==> config.mk <==
export PLATFORM = sky130hd
export DESIGN_NAME = sad_i10_o3
export DESIGN_NICKNAME = d
export VERILOG_FILES = /design/src/rtl/sad_pkg.sv /design/src/rtl/sad_popcount5.sv /design/src/rtl/sad_i10_o3.sv
export SDC_FILE = /design/constraint.sdc
export NUM_CORES = 1
export LEC_CHECK = 0
export ABC_AREA = 1
export BUFFER_PORTS_ARGS = -buffer_cell sky130_fd_sc_hd__buf_2
export CORE_AREA = 4 4 41 43
export DETAILED_ROUTE_END_ITERATION = 8
export DIE_AREA = 0 0 45 47
export GPL_TIMING_DRIVEN = 0
export MAX_ROUTING_LAYER = met4
export PLACE_DENSITY = 0.43
export SYNTH_ARGS = -nofsm -noshare
export SYNTH_HDL_FRONTEND = slang
export SYNTH_SLANG_ARGS = --single-unit
==> constraint.sdc <==
create_clock -name clk -period 0.8 [get_ports clk]
set_input_delay 0.16 -clock clk [delete_from_list [all_inputs] [get_ports clk]]
set_output_delay 0.16 -clock clk [all_outputs]
set_load 0.05 [all_outputs]
==> src/rtl/sad_pkg.sv <==
// sad_pkg
// Shared widths and result type for the 5-pair, 1-bit-element SAD unit.
//   SAD_PAIRS  : number of element pairs compared
//   SAD_ELEM_W : width of one operand element
//   SAD_OUT_W  : width of the SAD result (holds 0..5)
//   sad_t      : unsigned SAD result type
`timescale 1ns/1ps
package sad_pkg;

  localparam int SAD_PAIRS  = 5;
  localparam int SAD_ELEM_W = 1;
  localparam int SAD_OUT_W  = 3;

  typedef logic [SAD_OUT_W-1:0] sad_t;

endpackage : sad_pkg

==> src/rtl/sad_popcount5.sv <==
// sad_popcount5
// Counts the set bits of a 5-bit difference vector using adder compression:
// two full adders reduce the five weight-1 bits to one weight-1 bit and two
// weight-2 carries, and a half adder merges the carries into weights 2 and 4.
// Ports:
//   diff_i  input  [4:0]  per-element difference bits
//   cnt_o   output [2:0]  number of set bits, 0..5
`timescale 1ns/1ps
module sad_popcount5
  import sad_pkg::*;
(
  input  logic [SAD_PAIRS-1:0] diff_i,
  output sad_t                 cnt_o
);

  logic s0;
  logic c0;
  logic s1;
  logic c1;

  always_comb begin
    // First full adder: bits 0..2.
    s0 = diff_i[0] ^ diff_i[1] ^ diff_i[2];
    c0 = (diff_i[0] & diff_i[1]) | (diff_i[2] & (diff_i[0] ^ diff_i[1]));
    // Second full adder: partial sum plus bits 3..4.
    s1 = s0 ^ diff_i[3] ^ diff_i[4];
    c1 = (s0 & diff_i[3]) | (diff_i[4] & (s0 ^ diff_i[3]));
    // Half adder on the two weight-2 carries; their sum never exceeds 2,
    // so the total stays within 0..5.
    cnt_o = {c0 & c1, c0 ^ c1, s1};
  end

endmodule : sad_popcount5

==> src/rtl/sad_i10_o3.sv <==
// sad_i10_o3
// Registered sum of absolute differences over five 1-bit element pairs.
// For 1-bit operands |a - b| equals a ^ b, so the SAD is the popcount of
// A ^ B, registered once. One new result every cycle, latency 1.
// Ports:
//   pi0..pi4  input   operand A elements a0..a4
//   pi5..pi9  input   operand B elements b0..b4
//   po0..po2  output  registered SAD, po0 = LSB, range 0..5
//   clk       input   rising-edge clock
//   rst       input   asynchronous active-high reset, clears po
`timescale 1ns/1ps
module sad_i10_o3
  import sad_pkg::*;
(
  input  logic pi0,
  input  logic pi1,
  input  logic pi2,
  input  logic pi3,
  input  logic pi4,
  input  logic pi5,
  input  logic pi6,
  input  logic pi7,
  input  logic pi8,
  input  logic pi9,
  output logic po0,
  output logic po1,
  output logic po2,
  input  logic clk,
  input  logic rst
);

  logic [SAD_PAIRS-1:0] a_p0;
  logic [SAD_PAIRS-1:0] b_p0;
  logic [SAD_PAIRS-1:0] diff_p0;
  sad_t                 sad_d;
  sad_t                 sad_p1_q;

  // ---- Stage p0: combinational difference and count ----
  always_comb begin
    a_p0    = {pi4, pi3, pi2, pi1, pi0};
    b_p0    = {pi9, pi8, pi7, pi6, pi5};
    diff_p0 = a_p0 ^ b_p0;
  end

  sad_popcount5 u_popcount (
    .diff_i (diff_p0),
    .cnt_o  (sad_d)
  );

  // ---- Stage p1: output register ----
  always_ff @(posedge clk or posedge rst) begin
    if (rst) begin
      sad_p1_q <= '0;
    end else begin
      sad_p1_q <= sad_d;
    end
  end

  assign po0 = sad_p1_q[0];
  assign po1 = sad_p1_q[1];
  assign po2 = sad_p1_q[2];

endmodule : sad_i10_o3

==> results of run 1 <==
==> critical path, delay by kind of cell <==
kind	cells	cell delay, ps
buf+inv	1	100
fa+ha+maj	3	1080
simple gates	2	120
==> layer usage <==
metal	global-route usage, %	vias up
met5	-	-
met4	8.77	0
met3	1.15	2
met2	8.76	11
met1	3.44	92
li1	-	123
==> where the power goes <==
group	switching (mW)	total, mW	leakage (nW)	internal, mW
combinational	0.243	0.418	0.203	0.175
sequential	0.0167	0.210	0.0366	0.194
clock	0.0726	0.259	0.0150	0.187
total	0.332	0.888	0.254	0.555
==> layout make-up <==
class / instances / area, um^2
fillers: 144 / 850
clock buffers: 4 / 26.3
inverters: 11 / 56.3
flip-flops and latches: 3 / 75.1
well taps: 15 / 18.8
repair buffers: 15 / 136
multi-input cells: 18 / 139
==> final timing paths <==
check	endpoint	slack, ps	cells past startpoint
worst max-delay path	sad_p1_q[1]	-530	6
worst min-delay path	sad_p1_q[1]	330	3
max in group asynchronous	sad_p1_q[0]	340	3
min in group clk	sad_p1_q[0]	370	4
==> synth_stat cells <==
cell,n,area (um^2)
dfrtp_1,3,75.1
fa_1,2,40.0
ha_1,1,12.5
inv_1,11,41.3
nand2_1,15,56.3
==> timing repair <==
action | 4_1_cts | 5_1_grt
pin swaps | 4 | 2
setup endpoints to repair | 6 | 6
gates resized for setup | 21 | 0
endpoints found under the hold margin | 3 | 0
hold buffers | 1 | 0
==> cells by family (layout without fill, tap and decap cells) <==
group / count (synthesis) / in the layout
fa+ha+maj: 3 / 3
buf+inv: 11 / 30
flops: 3 / 3
simple gates: 15 / 15
==> stage by stage <==
stage	std cells	hold slack, ps	worst slack (ps)	util [%]	area [um^2]
floorplan	32	-86.4	-654	-	253
global placement	61	25.6	-864	26.3	342
detailed placement	61	31.3	-854	26.3	342
CTS	66	328	-512	34.7	452
global route	66	352	-537	34.7	452
finish	66	335	-528	34.7	452
==> qor.txt, run 1 <==
Post-layout min period - 1330 ps
Cell Area, Synth - 225 um^2
WL/cell - 6.41 um
Root Driver - clkbuf_4
Critical Path Source - pi0
Overall power - 0.888 mW
Syn Area/Cell - 7.04 um^2
Wire length after detailed routing - 423 um
CTS Sinks - 3
Ys Warns - 0
Antenna-violating nets left - 0
Max-Slew Margin vs Limit - 90.8%
Synth Area in Simple Gates - 25.0%
Worst Max-Slew Pin Slew - 137 ps
Biggest register - sad_p1_q
Pins Over Slew Limit - 0
Vias - 228
Adder-cell share of the synthesized area - 23.3%
Layout cells sized above 1 - 58.8%
Synth Register Bits - 3
Nets - 67
Vias in the first global route - 225
CP Cell Sequence - buf_6 -> nand2_2 -> nand2_2 -> fa_1 -> fa_2 -> ha_4
GP Congestion - 0.599
Initial DRC count - 0
DIE HEIGHT - 47 um
Period utilization - 166%
Core Area - 1300 um^2
Critical Path RT - 920 ps
CP Max Fanout - 2
Synth Net Count - 47
Vias/cell - 3.45
Failing checks - setup timing
Crit path arrival time - 1440 ps
Setup Crit Path Kind - in2reg
Initial antenna violation count - 0
Routed wl met2 - 226 um
Mux cell area share after synthesis - 0%
Synth cell types - 5
Cells after Synth - 32
Residual DRC - 0
Met3 WL - 55 um
First-pass GRT wire length - 696 um
Post-synthesis compound-gate area fraction - 0%
Clock Path Buffers - 2
Cell Pwr Density - 1970 nW/um^2
Initial core utilization - 17.3%
Area Growth Syn to Fin - 101%
H-tree depth - 1
CP Capture Type - register
Final hold viol count - 0
Peak VDD IR - 0.000442 V
DRT met1 WL - 134 um
# diodes - 0
RSZ-0062 raised after global routing - yes
Overflow after GRT - 0
Largest family of logic cells by synthesized area - simple AND/OR/NAND/NOR gates
Reg clk slew, reported paths - 30 ps
Commonest non-fill, non-tap cells in the layout - 9 x nand2_1, 9 x buf_6, 6 x inv_1, 6 x nand2_2, 5 x buf_2
Post-CTS Setup Repair Bufs - 0
Worst setup margin - -528 ps
Max FFs per register - 3
Largest net degree at the start of global routing - 4
CTS tree - built
Die footprint - 2120 um^2
Max-cap viol count - 0
Largest regs - sad_p1_q (3)
IO Pins - 15
Row count - 13
Hpwl dp - 373 um
# setup viols final - 6
CP startpoint kind - input port
Most frequent cell on the critical path - nand2_2
Final TNS setup - -1740 ps
Worst stage delay on the critical path - 490 ps
Max Clk Rate - 753 MHz
Die X - 45 um
Number of port buffers - 14
Leakage - 0.254 nW
Pre-Repair DR Iteration Count - 1
Top Metal Used - met4
Worst min-delay path class - in2async
All-Layer GR Usage - 5.24%
Sequential-to-total area share from yosys stat - 33.3%
Slowest CP cell - fa_1
Synth Area in XOR/XNOR - 0%
Num CTS Buffers - 3
Status - complete, but fails checks
Power figures use the tool's default switching activity.
==> inputs of run 2 (changes only) <==
Settings changed: CTS_BUF_LIST set to sky130_fd_sc_hd__clkbuf_4 sky130_fd_sc_hd__clkbuf_8 sky130_fd_sc_hd__clkbuf_16, GPL_TIMING_DRIVEN 0 to unset.
==> qor.txt, run 2 (synthesis gave the netlist of run 1 again) <==
Status - complete, but fails checks
Failing checks - setup timing
Post-layout min period - 1330 ps (-0.0490 ps)
GP Congestion - 0.569 (-5.1%)
CP Cell Sequence - buf_8 -> nand2_2 -> nand2_2 -> fa_1 -> fa_2 -> ha_4
Initial DRC count - 0 (unchanged)
Non-Filler Instances - 66 (unchanged)
Largest net degree at the start of global routing - 4 (unchanged)
Worst path top cell family by delay - adder cells
Vias - 244 (+7.0%)
Final hold viol count - 0 (unchanged)
IO Pins - 15 (unchanged)
Most common cell after layout, fill and taps aside - nand2_1
DIE HEIGHT - 47 um (unchanged)
Initial core utilization - 17.3% (unchanged)
RSZ-0062 raised after global routing - yes
WL/cell - 7.03 um (+9.7%)
Hold Slack - 338 ps (+2.99 ps)
Worst min-delay path class - in2async
# diodes - 0 (unchanged)
Crit path arrival time - 1450 ps (about the same)
CP Max Fanout - 2 (unchanged)
Num CTS Buffers - 3 (unchanged)
Number of port buffers - 14 (unchanged)
Routed wl met2 - 281 um (+24%)
Commonest non-fill, non-tap cells in the layout - 9 x nand2_1, 8 x buf_6, 7 x inv_1
Buf+Inv Stages, Crit Path - 1 (unchanged)
Most frequent cell on the critical path - nand2_2
Max Clk Rate - 753 MHz (about the same)
Finished Cell Area - 459 um^2 (+1.7%)
Vias in the first global route - 215 (-4.4%)
Die X - 45 um (unchanged)
Worst setup margin - -528 ps (+0.0490 ps)
Initial antenna violation count - 0 (unchanged)
Row count - 13 (unchanged)
Worst stage delay on the critical path - 490 ps (about the same)
Worst Max-Slew Pin Slew - 142 ps (+4.88 ps)
Largest regs - sad_p1_q (3)
Area after DPL - 342 um^2 (unchanged)
Biggest register - sad_p1_q
Pins Over Slew Limit - 0 (unchanged)
Antenna-violating nets left - 0 (unchanged)
Residual DRC - 0 (unchanged)
Max-Slew Margin vs Limit - 90.5% (-0.33 points)
CP startpoint kind - input port
Nets - 67 (unchanged)
Core Area - 1300 um^2 (unchanged)
Post-CTS Setup Repair Bufs - 0 (unchanged)
Layout cells sized above 1 - 58.8% (unchanged)
Max FFs per register - 3 (unchanged)
Leakage - 0.260 nW (+2.3%)
Hpwl dp - 386 um (+3.5%)
Clock Path Buffers - 2 (unchanged)
Area Growth Syn to Fin - 104%
Reg clk slew, reported paths - 40 ps (about the same)
CTS tree - built
Wire length after detailed routing - 464 um (+9.7%)
# setup viols final - 6 (unchanged)
Vias/cell - 3.70 (+7.0%)
Final TNS setup - -1750 ps (-14.2 ps)
CP Capture Type - register
Critical Path RT - 920 ps (about the same)
Setup Crit Path Kind - in2reg
Met3 WL - 66 um (+20%)
All-Layer GR Usage - 5.74% (+0.51 points)
Pre-Repair DR Iteration Count - 1 (unchanged)
Overflow after GRT - 0 (unchanged)
Root Driver - clkbuf_4
Cell Pwr Density - 2010 nW/um^2 (+2.2%)
Placed Instances - 61 (unchanged)
Top Metal Used - met3
Period utilization - 166% (about the same)
Worst slack, placed - -856 ps (-1.70 ps)
CTS Sinks - 3 (unchanged)
Max-cap viol count - 0 (unchanged)
DRT met1 WL - 117 um (-13%)
Slowest CP cell - fa_1
First-pass GRT wire length - 724 um (+4.0%)
H-tree depth - 1 (unchanged)
Die footprint - 2120 um^2 (unchanged)
Peak VDD IR - 0.000477 V (+7.8%)
Critical Path Source - pi5
-- run 2: layer usage --
layer  vias to the layer above  track usage [%]
met5                         -                -
met4                         0             7.02
met3                         0             3.83
met2                        11             9.89
met1                       109             3.00
li1                        124                -
-- run 2: worst max path at each step --
stage               slack [ps]           to  cells past startpoint
floorplan                 -650  sad_p1_q[1]                      6
global placement          -870  sad_p1_q[1]                      7
detailed placement        -860  sad_p1_q[1]                      7
CTS                       -510  sad_p1_q[1]                      7
global route              -560  sad_p1_q[1]                      7
finish                    -530  sad_p1_q[1]                      6
-- run 2: layout make-up --
class,count,area (um^2)
clock buffer,4,30.0
sequential,3,75.1
tap,15,18.8
fill,148,842
inverter,11,56.3
multi-input combinational,18,139
timing repair buffer,15,140
-- run 2: report_power, final --
group | leakage (nW) | switching (mW) | total, mW | internal [mW]
sequential | 0.0366 | 0.0178 | 0.212 | 0.194
combinational | 0.205 | 0.242 | 0.416 | 0.174
clock | 0.0184 | 0.0744 | 0.295 | 0.220
total | 0.260 | 0.334 | 0.922 | 0.588
-- run 2: timing repair --
action                                  in CTS  in global routing
pin swaps                                    1                  2
hold buffers                                 1                  0
endpoints found under the hold margin        3                  0
endpoints found under the setup margin       6                  6
resized for setup                           19                  2
-- run 2: per-stage QoR --
stage,utilization (%),total power [mW]
after floorplan,-,0.434
after global placement,26.3,0.524
after detailed placement,26.3,0.530
after CTS,35.0,0.946
after global routing,35.3,0.997
final,35.3,0.922
